<file path="src/rtl/pwm_multi_if.sv">
// Register-write bus for pwm_multi: one-cycle strobe, address and data.
// Addresses 0..CHANNELS-1 select duty registers; CHANNELS selects the period.
interface pwm_multi_if #(
    parameter int CHANNELS = 4,
    parameter int WIDTH    = 8
);
    localparam int AW = $clog2(CHANNELS + 1);

    logic          bus_write;
    logic [AW-1:0] bus_address;
    logic [WIDTH-1:0] bus_wdata;

    modport master (
        output bus_write,
        output bus_address,
        output bus_wdata
    );

    modport slave (
        input bus_write,
        input bus_address,
        input bus_wdata
    );
endinterface

</file>
<file path="src/rtl/pwm_multi.sv">
// Multi-channel PWM generator with a shared edge/center-aligned counter,
// double-buffered duty/period registers and registered outputs.
module pwm_multi #(
    parameter int CHANNELS = 4,
    parameter int WIDTH    = 8,
    parameter int PRESCALE = 1
) (
    input  logic                clk,
    input  logic                reset,
    input  logic                enable,
    input  logic                center_mode,
    input  logic [CHANNELS-1:0] pwm_invert,
    pwm_multi_if.slave          bus,
    output logic [CHANNELS-1:0] pwm_out,
    output logic                period_start
);
    localparam int AW = $clog2(CHANNELS + 1);
    localparam logic [15:0] PRESCALE_LAST = 16'(PRESCALE - 1);

    typedef enum logic {
        UP   = 1'b0,
        DOWN = 1'b1
    } dir_t;

    logic [15:0]         presc_reg;
    logic [15:0]         presc_next;
    logic                tick;
    logic [WIDTH-1:0]    counter_reg;
    logic [WIDTH-1:0]    counter_next;
    dir_t                dir_reg;
    dir_t                dir_next;
    logic                wrap;
    logic                run_reg;
    logic                zero_event_reg;
    logic                load_active;
    logic [WIDTH-1:0]    shadow_period_reg;
    logic [WIDTH-1:0]    active_period_reg;
    logic                active_mode_reg;
    logic [CHANNELS-1:0] raw_level;
    logic [CHANNELS-1:0] pwm_out_reg;
    logic                period_start_reg;

    always_comb begin
        tick       = enable && (presc_reg == PRESCALE_LAST);
        presc_next = (!enable || tick) ? 16'd0 : presc_reg + 16'd1;
    end

    // Disabled: active copies track shadow so a fresh start uses the latest values.
    assign load_active = !enable || wrap;

    always_comb begin
        counter_next = counter_reg;
        dir_next     = dir_reg;
        wrap         = 1'b0;
        if (!enable) begin
            counter_next = '0;
            dir_next     = UP;
        end else if (tick) begin
            if (!run_reg) begin
                // First tick after enable counts as entering 0.
                counter_next = '0;
                dir_next     = UP;
                wrap         = 1'b1;
            end else if (!active_mode_reg) begin
                dir_next = UP;
                if (counter_reg >= active_period_reg) begin
                    counter_next = '0;
                    wrap         = 1'b1;
                end else begin
                    counter_next = counter_reg + 1'b1;
                end
            end else begin
                case (dir_reg)
                    UP: begin
                        if (counter_reg < active_period_reg) begin
                            counter_next = counter_reg + 1'b1;
                        end else if (active_period_reg <= WIDTH'(1)) begin
                            counter_next = '0;
                            wrap         = 1'b1;
                        end else begin
                            counter_next = active_period_reg - 1'b1;
                            dir_next     = DOWN;
                        end
                    end
                    default: begin
                        if (counter_reg <= WIDTH'(1)) begin
                            counter_next = '0;
                            dir_next     = UP;
                            wrap         = 1'b1;
                        end else begin
                            counter_next = counter_reg - 1'b1;
                        end
                    end
                endcase
            end
        end
    end

    always_ff @(posedge clk or posedge reset) begin
        if (reset) begin
            presc_reg      <= '0;
            counter_reg    <= '0;
            dir_reg        <= UP;
            run_reg        <= 1'b0;
            zero_event_reg <= 1'b0;
        end else begin
            presc_reg      <= presc_next;
            counter_reg    <= counter_next;
            dir_reg        <= dir_next;
            run_reg        <= enable && (run_reg || tick);
            zero_event_reg <= wrap;
        end
    end

    always_ff @(posedge clk or posedge reset) begin
        if (reset) begin
            shadow_period_reg <= '1;
            active_period_reg <= '1;
            active_mode_reg   <= 1'b0;
        end else begin
            if (load_active) begin
                active_period_reg <= shadow_period_reg;
                active_mode_reg   <= center_mode;
            end
            if (bus.bus_write && (bus.bus_address == AW'(CHANNELS))) begin
                shadow_period_reg <= bus.bus_wdata;
            end
        end
    end

    for (genvar gi = 0; gi < CHANNELS; gi++) begin : g_chan
        logic [WIDTH-1:0] shadow_duty_reg;
        logic [WIDTH-1:0] active_duty_reg;

        always_ff @(posedge clk or posedge reset) begin
            if (reset) begin
                shadow_duty_reg <= '0;
                active_duty_reg <= '0;
            end else begin
                if (load_active) begin
                    active_duty_reg <= shadow_duty_reg;
                end
                if (bus.bus_write && (bus.bus_address == AW'(gi))) begin
                    shadow_duty_reg <= bus.bus_wdata;
                end
            end
        end

        assign raw_level[gi] = (counter_reg < active_duty_reg);
    end

    // Outputs reflect the counter value one clock after it was updated.
    always_ff @(posedge clk or posedge reset) begin
        if (reset) begin
            pwm_out_reg      <= '0;
            period_start_reg <= 1'b0;
        end else begin
            pwm_out_reg      <= (enable && run_reg) ? (raw_level ^ pwm_invert) : pwm_invert;
            period_start_reg <= enable && zero_event_reg;
        end
    end

    assign pwm_out      = pwm_out_reg;
    assign period_start = period_start_reg;
endmodule

</file>
<file path="src/flat_wrapper.sv">
// flat-port wrapper written by rule: the top's interface ports become plain ports
module pwm_multi_flat 
#(
    parameter int CHANNELS = 4,
    parameter int WIDTH    = 8,
    parameter int PRESCALE = 1
)
  (clk, reset, enable, center_mode, pwm_invert, pwm_out, period_start, bus_bus_write, bus_bus_address, bus_bus_wdata);
  pwm_multi_if #(.CHANNELS(CHANNELS), .WIDTH(WIDTH)) bus_i ();
  input  logic clk;
  input  logic reset;
  input  logic enable;
  input  logic center_mode;
  input  logic [CHANNELS-1:0] pwm_invert;
  output logic [CHANNELS-1:0] pwm_out;
  output logic period_start;
  input wire logic [$bits(bus_i.bus_write)-1:0] bus_bus_write;
  input wire logic [$bits(bus_i.bus_address)-1:0] bus_bus_address;
  input wire logic [$bits(bus_i.bus_wdata)-1:0] bus_bus_wdata;
  assign bus_i.bus_write = bus_bus_write;
  assign bus_i.bus_address = bus_bus_address;
  assign bus_i.bus_wdata = bus_bus_wdata;
  pwm_multi #(.CHANNELS(CHANNELS), .WIDTH(WIDTH), .PRESCALE(PRESCALE)) u_core (.clk(clk), .reset(reset), .enable(enable), .center_mode(center_mode), .pwm_invert(pwm_invert), .bus(bus_i), .pwm_out(pwm_out), .period_start(period_start));
endmodule
</file>
<file path="config.mk">
export PLATFORM = sky130hd
export DESIGN_NAME = pwm_multi_flat
export DESIGN_NICKNAME = d
export VERILOG_FILES = /design/src/rtl/pwm_multi_if.sv /design/src/rtl/pwm_multi.sv /design/src/flat_wrapper.sv
export SDC_FILE = /design/constraint.sdc
export NUM_CORES = 1
export LEC_CHECK = 0
export CAP_MARGIN = 20
export CORE_UTILIZATION = 50
export CTS_BUF_LIST = sky130_fd_sc_hd__clkbuf_4 sky130_fd_sc_hd__clkbuf_8 sky130_fd_sc_hd__clkbuf_16
export DETAILED_ROUTE_END_ITERATION = 10
export PLACE_DENSITY = 0.68
export SLEW_MARGIN = 20
export SYNTH_ARGS = -nofsm -noshare
export SYNTH_HDL_FRONTEND = slang
export SYNTH_SLANG_ARGS = --single-unit
</file>
<file path="constraint.sdc">
create_clock -name clk -period 5.6 [get_ports clk]
set_clock_uncertainty 0.15 [all_clocks]
set_input_delay 0.56 -clock clk [delete_from_list [all_inputs] [get_ports clk]]
set_output_delay 0.56 -clock clk [all_outputs]
set_load 0.03 [all_outputs]
</file>
==> flow_summary.json, run 1 <==
{
  "placed_cell_area_mm2": 0.006470,
  "period_needed_ns": 3.705,
  "fmax_mhz": 269.9,
  "vias_per_cell": 5.585,
  "yosys_warnings": 0,
  "gp_congestion": 0.8961,
  "syn_to_final_growth_pct": 16.19,
  "drv_slew": 0,
  "routed.top_layer": "met4",
  "seqPwrFrac": 0.397,
  "synth_edf_count": 0,
  "cap_violations": 0,
  "cts_num_sinks": 113,
  "cts_tree": "built",
  "p_comb_frac": 0.207,
  "crit_family": "compound AO/OA/AOI/OAI gates",
  "worstMarginPinSlew_ns": 0.9576,
  "endpoint_kind": "flop",
  "post_cts_resized": 0,
  "grt_overflow": 0,
  "start_util": 0.5228,
  "synth_common_cells": "dfrtp_1 (97), inv_1 (48), ha_1 (43)",
  "p_sw_frac": 0.2705,
  "ys_seq_area_frac": 0.4671,
  "cts_made_buffers": 17,
  "cts_setup_buffers": 0,
  "wl_met3_um": 410,
  "p_sw_mw": 0.7601,
  "routed_wl_um": 12430,
  "ir_worst_vdd_uv": 222.7,
  "antenna_found_initial": 0,
  "hp-class": "reg2reg",
  "crit_chain": "inv_1, ha_1, nor2b_1, o211ai_1, a21oi_1, nor2_2, o31ai_4, a21oi_4, buf_4, mux2_4",
  "wl_met2_um": 5900,
  "die_h_um": 112.4,
  "core-area_mm2": 0.01166,
  "design_area_mm2": 0.007084,
  "finalSetupViolCount": 0,
  "rows": 39,
  "ys_async_sr_fraction": 1.000,
  "synth_top_cell_by_area": "dfrtp_1",
  "p_int_mw": 2.050,
  "grt_pass1_wl_um": 20650,
  "drc_errors": 0,
  "power.clock.fraction": 0.396,
  "grt_max_degree": 69,
  "worstSetupStartpointType": "flop",
  "critical_path_required_ns": 5.74,
  "drt-initial-drc-count": 256,
  "path_buf_inv": 2,
  "synth_ff_type": "dfrtp_1",
  "synth_cell_type_count": 51,
  "clockBufferDepth": 2,
  "cts-root-buf": "clkbuf_16",
  "leakagePower_nw": 3.312,
  "syn-instance-count": 533,
  "timing.slew.headroom": 0.3592,
  "n_fill_cell": 972,
  "yosysTopAreaCellShare": 0.3981,
  "dp_hpwl_um": 8764,
  "fin_crit_sh": 0.6616,
  "wl_per_cell_um": 17.24,
  "tns_ns": 0,
  "nNetsFinal": 629,
  "die_w_um": 112.4,
  "vias": 4027,
  "cts_hold_buf": 0,
  "ys_ff_latch": 113,
  "m1WireLength_um": 6001,
  "synth.avg_cell_area_um2": 11.44,
  "slowest_delay_ns": 0.60,
  "yosysMostFrequentCell": "dfrtp_1",
  "crit_slowest_cell": "a21oi_4",
  "synth_area_leaders": "dfrtp_1 (40%), mux2_4 (9.9%), ha_1 (8.8%)",
  "diodes": 0,
  "status": "finished clean",
  "synth_area_mm2": 0.006097,
  "clk_pin_slew_worst_paths_ns": 0.05,
  "htreeDepth": 4,
  "grt_setup_unrepaired": "false",
  "hold_viol": 0,
  "final_antenna_net_count": 0,
  "crit_type": "reg2reg",
  "cp_max_fo": 26,
  "portBuffers": 24,
  "grt_use_total": 0.2151,
  "powerDensity_mw_per_mm2": 396.7,
  "critPathArrivalTime_ns": 3.85,
  "io_pins": 25,
  "drive_gt1_frac": 0.2128,
  "first_global_vias": 4069,
  "first_pass_iters": 4,
  "dieArea_mm2": 0.01264,
  "clk_latency_ns": 0.41,
  "synth.net_count": 596
}
routing by layer:
metal / vias up / GRT usage
li1: 1940 / -
met1: 2017 / 0.2842
met2: 59 / 0.3433
met3: 11 / 0.06210
met4: 0 / 0.06667
met5: - / 0
layout make-up:
type	instances	area (um2)	area share
clock buffers	22	481.7	0.06800
clock inverters	9	132.6	0.01872
inverters	49	186.4	0.02632
multi-input cells	358	2994	0.4226
flip-flops and latches	113	2848	0.4020
well taps	143	178.9	0.02526
repair buffers	27	262.8	0.03709
metrics by stage:
step	power (mW)	setup slack (ns)	cells	utilization	hold WS [ns]
floorplan	1.544	1.929	533	-	0.2837
global placement	1.674	2.007	690	0.5548	0.3061
detailed placement	1.705	1.901	690	0.5548	0.3084
CTS	2.831	1.883	721	0.6074	0.3220
global route	2.948	1.674	721	0.6074	0.3431
finish	2.810	1.895	721	0.6074	0.3159
worst reg2reg max path: cells and delay by family (launching register included):
kind	cells	cell delay (ns)
simple gates	2	0.44
fa+ha+maj	1	0.31
flops	1	0.56
buf+inv	2	0.65
compound gates	4	1.12
mux	1	0.37
power groups by stage:
stage	sequential [mW]	clock, mW	combinational, mW
after floorplan	1.09	0	0.457
after global placement	1.12	0	0.558
after detailed placement	1.13	0	0.578
after CTS	1.11	1.13	0.585
after global routing	1.13	1.17	0.642
final	1.12	1.11	0.583
logic make-up after synthesis:
| kind of cell | after synthesis | synth area share |
|---|---|---|
| simple gates | 128 | 0.1032 |
| compound gates | 78 | 0.08414 |
| fa+ha+maj | 43 | 0.08824 |
| buf+inv | 62 | 0.04309 |
| flops | 113 | 0.4671 |
| xor+xnor | 28 | 0.04022 |
| mux | 81 | 0.1740 |
final timing paths:
kind	from	end	slack [ns]	cells after the start
setup / recovery	u_core.active_period_reg[1]	u_core.g_chan[3].active_duty_reg[7]	1.89	10
hold / removal	u_core.zero_event_reg	u_core.period_start	0.32	1
setup reg to reg	u_core.active_period_reg[1]	u_core.g_chan[3].active_duty_reg[7]	1.89	10
hold reg to reg	u_core.zero_event_reg	u_core.period_start	0.32	1
max in group asynchronous	reset	u_core.shadow_period_reg[3]	3.72	3
min in group asynchronous	reset	u_core.pwm_out[0]	0.51	2
layout by cell type, fill, tap and decap left out, types with 3 or more instances in the layout:
cell / count
a211o_1: 4
a21o_1: 8
a21oi_1: 25
a31oi_1: 6
a32oi_1: 3
and3_1: 6
buf_4: 3
bufinv_16: 3
clkbuf_16: 17
clkbuf_8: 3
clkdlybuf4s50_1: 24
dfrtp_1: 97
dfstp_2: 16
ha_1: 43
inv_1: 47
mux2_1: 16
mux2_2: 24
mux2_4: 40
nand2_1: 27
nand2b_1: 7
nand3_1: 15
nand4_1: 5
nor2_1: 36
nor3_1: 12
nor4_1: 7
o21ai_0: 5
o21ai_1: 12
xnor2_1: 13
xor2_1: 15
Power figures use the tool's default switching activity.
==> run 2: changes to the inputs <==
Clock period 5.6 ns to 3.55 ns, I/O delays scaled along.
==> run 2 against run 1 <==
Effect of this change: total power increased by 57%; worst hold slack got worse by 0.063 ns; combinational power increased by 58%; register-to-register slack got worse by 1.4 ns; sequential share of layout area decreased by 0.44 points; highest routed layer unchanged; worst setup slack got worse by 1.4 ns; sequential power increased by 56%; via count increased by 1.6%; clock-buffer cell count decreased by 3; largest cell class unchanged; global-route usage increased by 0.49 points; die area unchanged.
==> flow_summary.json, run 2 (synthesis results as in run 1) <==
{
  "first_global_vias": 4149,
  "routed_wl_um": 12490,
  "start_util": 0.5228,
  "crit_family": "compound AO/OA/AOI/OAI gates",
  "diodes": 0,
  "worstMarginPinSlew_ns": 0.7748,
  "hp-class": "in2async",
  "regArea_mm2": 0.002848,
  "powerDensity_mw_per_mm2": 616.1,
  "final_common_cell": "dfrtp_1",
  "drc_errors": 0,
  "dieArea_mm2": 0.01264,
  "final_cell_mix": "dfrtp_1 (97), inv_1 (47), ha_1 (43)",
  "whs_ns": 0.2534,
  "crit_type": "reg2reg",
  "worstSetupStartpointType": "flop",
  "tns_ns": 0,
  "portBuffers": 24,
  "multi_input_area_mm2": 0.002994,
  "antenna_found_initial": 0,
  "final_antenna_net_count": 0,
  "pre_cts_slack_ns": 0.5579,
  "fin_crit_sh": 0.8557,
  "syn_to_final_growth_pct": 17.46,
  "cts_tree": "built",
  "rows": 39,
  "cts-root-buf": "clkbuf_16",
  "fmax_mhz": 329.2,
  "finalSetupViolCount": 0,
  "drive_gt1_frac": 0.2249,
  "slowest_delay_ns": 0.55,
  "critical_path_required_ns": 3.70,
  "reg2reg_to": "u_core.g_chan[1].active_duty_reg[1]",
  "grt_use_total": 0.2200,
  "drv_slew": 0,
  "grt_setup_unrepaired": "false",
  "path_buf_inv": 2,
  "ir_worst_vdd_uv": 426.1,
  "status": "finished clean",
  "clockBufferDepth": 2,
  "core-area_mm2": 0.01166,
  "hold_viol": 0,
  "cts_hold_buf": 0,
  "vias": 4093,
  "cap_violations": 0,
  "timing.slew.headroom": 0.4791,
  "grt_pass1_wl_um": 21040,
  "clk_pin_slew_worst_paths_ns": 0.05,
  "reg2reg_depth": 10,
  "fin_ws_ns": 0.5121,
  "post_cts_resized": 0,
  "wl_per_cell_um": 17.10,
  "clk_latency_ns": 0.42,
  "vias_per_cell": 5.607,
  "critPathArrivalTime_ns": 3.19,
  "grt_max_degree": 57,
  "io_pins": 25,
  "leakagePower_nw": 3.361,
  "nNetsFinal": 637,
  "period_needed_ns": 3.038,
  "crit_slowest_cell": "dfstp_2",
  "cp_max_fo": 40,
  "worstReg2RegStart": "u_core.active_period_reg[1]",
  "grt_overflow": 0,
  "r2r_slack_ns": 0.51,
  "gp_congestion": 0.9451,
  "dp_hpwl_um": 8828,
  "crit_chain": "inv_1, ha_1, nor2b_1, o211ai_1, a21oi_1, nor2_2, o31ai_4, a21oi_4, buf_12, mux2_4",
  "n_fill_cell": 916,
  "die_w_um": 112.4,
  "first_pass_iters": 4,
  "drt-initial-drc-count": 280,
  "total_power_mw": 4.413,
  "endpoint_kind": "flop",
  "cts_made_buffers": 17,
  "die_h_um": 112.4,
  "cts_num_sinks": 113,
  "htreeDepth": 4,
  "cts_setup_buffers": 0
}
[run 2: changes by cell type in the layout (fill, tap and decap cells not counted), sizes merged]
cell,before,now
inv,49,51
clkinv,4,6
clkbuf,22,19
buf,3,11
[run 2: area by class of cell]
class | count | area share
Clock buffer | 19 | 0.06237
Clock inverter | 13 | 0.02236
Inverter | 49 | 0.02603
Multi-Input combinational cell | 358 | 0.4181
Sequential cell | 113 | 0.3976
Tap cell | 143 | 0.02498
Timing Repair Buffer | 35 | 0.04857
[run 2: worst reg2reg max path: cells and delay by family (launching register included)]
family	cells	cell delay, ns
AO/OA/AOI/OAI	4	0.70
flip-flops	1	0.55
AND/OR/NAND/NOR	2	0.44
buffers and inverters	2	0.40
multiplexers	1	0.35
adder cells (fa/ha/maj)	1	0.32
[run 2: worst max path at each step]
stage                                      startpoint                                  end  slack (ns)  cells after the start
final                     u_core.active_period_reg[1]  u_core.g_chan[1].active_duty_reg[1]        0.51                     10
after global routing      u_core.active_period_reg[1]  u_core.g_chan[3].active_duty_reg[3]        0.37                     10
after CTS                 u_core.active_period_reg[1]  u_core.g_chan[1].active_duty_reg[1]        0.54                     10
after detailed placement  u_core.active_period_reg[1]  u_core.g_chan[0].active_duty_reg[4]        0.56                     10
after global placement    u_core.active_period_reg[1]  u_core.g_chan[3].active_duty_reg[4]        0.63                     10
after floorplan                                 reset               u_core.active_mode_reg        0.08                      1
[run 2: metrics by stage]
step	utilization	area, um2	instances
floorplan	-	6097	533
global placement	0.5621	6555	698
detailed placement	0.5621	6555	698
CTS	0.6141	7162	730
global route	0.6141	7162	730
finish	0.6141	7162	730
[run 2: per-layer routing]
metal	global-route usage	up-vias	wire, um
li1	-	1974	-
met1	0.2930	2012	5836
met2	0.3429	87	5975
met3	0.05400	20	441
met4	0.09600	0	232
met5	0	-	0
[run 2: where the power goes]
group          switching (mW)  leakage (nW)  internal, mW
clock                   0.610         0.297          1.13
combinational           0.423          1.68         0.498
sequential              0.181          1.38          1.57
total                    1.21          3.36          3.20
==> run 3: changes to the inputs <==
Settings changed: CTS_BUF_LIST sky130_fd_sc_hd__clkbuf_4 sky130_fd_sc_hd__clkbuf_8 sky130_fd_sc_hd__clkbuf_16 to sky130_fd_sc_hd__clkbuf_8, PLACE_DENSITY 0.68 to 0.7.
Clock period 3.55 ns to 2.4 ns, I/O delays scaled along.
==> run 3 against run 2 <==
Effect of this change: the run now ends with setup timing left; cell area increased by 9.9%; sequential cell count unchanged; sequential share of layout area decreased by 3.6 points; routed wire length increased by 22%; combinational power increased by 100%; sequential power increased by 46%.
==> flow_summary.json, run 3 (synthesis results as in run 1) <==
{
  "crit_family": "compound AO/OA/AOI/OAI gates",
  "wl_met2_um": 7702,
  "r2r_slack_ns": -0.37,
  "drt-initial-drc-count": 319,
  "rows": 39,
  "die_w_um": 112.4,
  "n_fill_cell": 851,
  "min_from": "pwm_invert[1]",
  "vias_per_cell": 5.748,
  "finalSetupViolCount": 47,
  "wl_met3_um": 722,
  "cts_tree": "built",
  "routed.top_layer": "met4",
  "cp_max_fo": 10,
  "tns_ns": -14.43,
  "timing.slew.headroom": 0.5555,
  "cts-root-buf": "clkbuf_8",
  "dieArea_mm2": 0.01264,
  "slowest_delay_ns": 0.54,
  "clockBufferDepth": 2,
  "worstSetupStartpointType": "flop",
  "status": "finished, violations left",
  "worstReg2RegStart": "u_core.active_period_reg[1]",
  "power.clock.fraction": 0.303,
  "path_buf_inv": 4,
  "clk_latency_ns": 0.46,
  "io_pins": 25,
  "nNetsFinal": 713,
  "cts_made_buffers": 17,
  "drv_slew": 0,
  "final_antenna_net_count": 0,
  "crit_chain": "inv_2, ha_4, nor2b_4, o211ai_1, buf_4, a21oi_4, nor2_4, o31ai_4, a21oi_4, buf_4, buf_12, mux2_4",
  "antenna_found_initial": 0,
  "wl_per_cell_um": 18.88,
  "design_area_mm2": 0.007870,
  "final_common_cell": "dfrtp_1",
  "drc_errors": 0,
  "grt_max_degree": 32,
  "dp_hpwl_um": 10310,
  "core-area_mm2": 0.01166,
  "p_sw_frac": 0.3012,
  "fin_crit_sh": 1.154,
  "p_comb_frac": 0.293,
  "start_util": 0.5228,
  "period_needed_ns": 2.769,
  "worstMarginPinSlew_ns": 0.6643,
  "leakagePower_nw": 3.725,
  "gp_congestion": 0.9408,
  "drive_gt1_frac": 0.3454,
  "m1WireLength_um": 6320,
  "grt_overflow": 0,
  "grt_pass1_wl_um": 24540,
  "total_power_mw": 6.317,
  "powerDensity_mw_per_mm2": 802.7,
  "diodes": 0,
  "hold_viol": 0,
  "endpoint_kind": "flop",
  "crit_slowest_cell": "dfstp_2",
  "cts_num_sinks": 113,
  "grt_use_total": 0.2592,
  "syn_to_final_growth_pct": 29.08,
  "failed_checks": "setup timing",
  "crit_start": "u_core.active_period_reg[1]",
  "grt_setup_unrepaired": "true",
  "first_pass_iters": 5,
  "final_cell_mix": "dfrtp_1 (97), buf_4 (73), inv_1 (45)",
  "cap_violations": 0,
  "first_global_vias": 4867,
  "critical_path_required_ns": 2.59,
  "seqPwrFrac": 0.405,
  "crit_type": "reg2reg",
  "fmax_mhz": 361.2,
  "p_sw_mw": 1.903,
  "fin_ws_ns": -0.3687,
  "p_int_mw": 4.414,
  "critPathArrivalTime_ns": 2.96,
  "placed_cell_area_mm2": 0.007071,
  "htreeDepth": 4,
  "hp-class": "in2reg",
  "clk_pin_slew_worst_paths_ns": 0.07,
  "vias": 4633,
  "die_h_um": 112.4,
  "portBuffers": 24,
  "ir_worst_vdd_uv": 547.1,
  "routed_wl_um": 15220
}
## run 3: changes by cell type in the layout (fill, tap and decap cells not counted), sizes merged
cell / previous run / this run
buf: 11 / 85
inv: 51 / 50
dlygate4sd3: 0 / 1
clkbuf: 19 / 20
clkinv: 6 / 8
clkinvlp: 2 / 1
## run 3: per-layer routing
layer / track usage / vias to the layer above
met5: 0 / -
met4: 0.09956 / 0
met3: 0.07829 / 49
met2: 0.4489 / 161
met1: 0.3027 / 2304
li1: - / 2119
## run 3: final timing paths
kind,endpoint,cells past startpoint
hold / removal,u_core.pwm_out[1],2
hold reg to reg,u_core.period_start,1
setup reg to reg,u_core.g_chan[1].active_duty_reg[4],12
min in group asynchronous,u_core.pwm_out[3],3
max in group asynchronous,u_core.active_period_reg[2],4
setup / recovery,u_core.g_chan[1].active_duty_reg[4],12
## run 3: cell type report
type / instances / area (um2) / area share
Inverter: 49 / 187.7 / 0.02385
Clock inverter: 13 / 158.9 / 0.02019
Clock buffer: 19 / 261.5 / 0.03323
Timing Repair Buffer: 111 / 1059 / 0.1345
Multi-Input combinational cell: 358 / 3177 / 0.4037
Sequential cell: 113 / 2848 / 0.3618
Tap cell: 143 / 178.9 / 0.02273
## run 3: timing repair
item,in CTS,in global routing
hold endpoints to repair,7,0
buffers inserted,7,4
endpoints found under the setup margin,50,50
hold buffers,1,0
gates resized for setup,23,13
pin swaps,16,4
gates cloned,4,1
## run 3: per-stage QoR
stage | util | hold slack (ns) | cells | setup WS (ns)
after CTS | 0.6660 | 0.1678 | 802 | -0.3102
after floorplan | - | 0.1810 | 533 | -0.2306
after detailed placement | 0.6063 | 0.3032 | 759 | -0.3919
after global routing | 0.6748 | 0.1693 | 806 | -0.4638
after global placement | 0.6063 | 0.2970 | 759 | -0.3134
final | 0.6748 | 0.1998 | 806 | -0.3687
## run 3: worst reg2reg max path, delay by kind of cell (launching register included)
kind | cells | cell delay [ns]
and+or+nand+nor | 2 | 0.18
buffers and inverters | 4 | 0.53
AOI/OAI and AO/OA | 4 | 0.68
adders and majority gates | 1 | 0.25
DFF | 1 | 0.54
muxes | 1 | 0.31
## run 3: power groups by stage
stage / sequential, mW / clock [mW] / combinational [mW]
5_1_grt: 2.59 / 2.04 / 2.00
3_3_place_gp: 2.56 / 0 / 1.58
4_1_cts: 2.55 / 1.95 / 1.77
6_report: 2.56 / 1.91 / 1.85
3_5_place_dp: 2.58 / 0 / 1.65
2_1_floorplan: 2.54 / 0 / 1.08
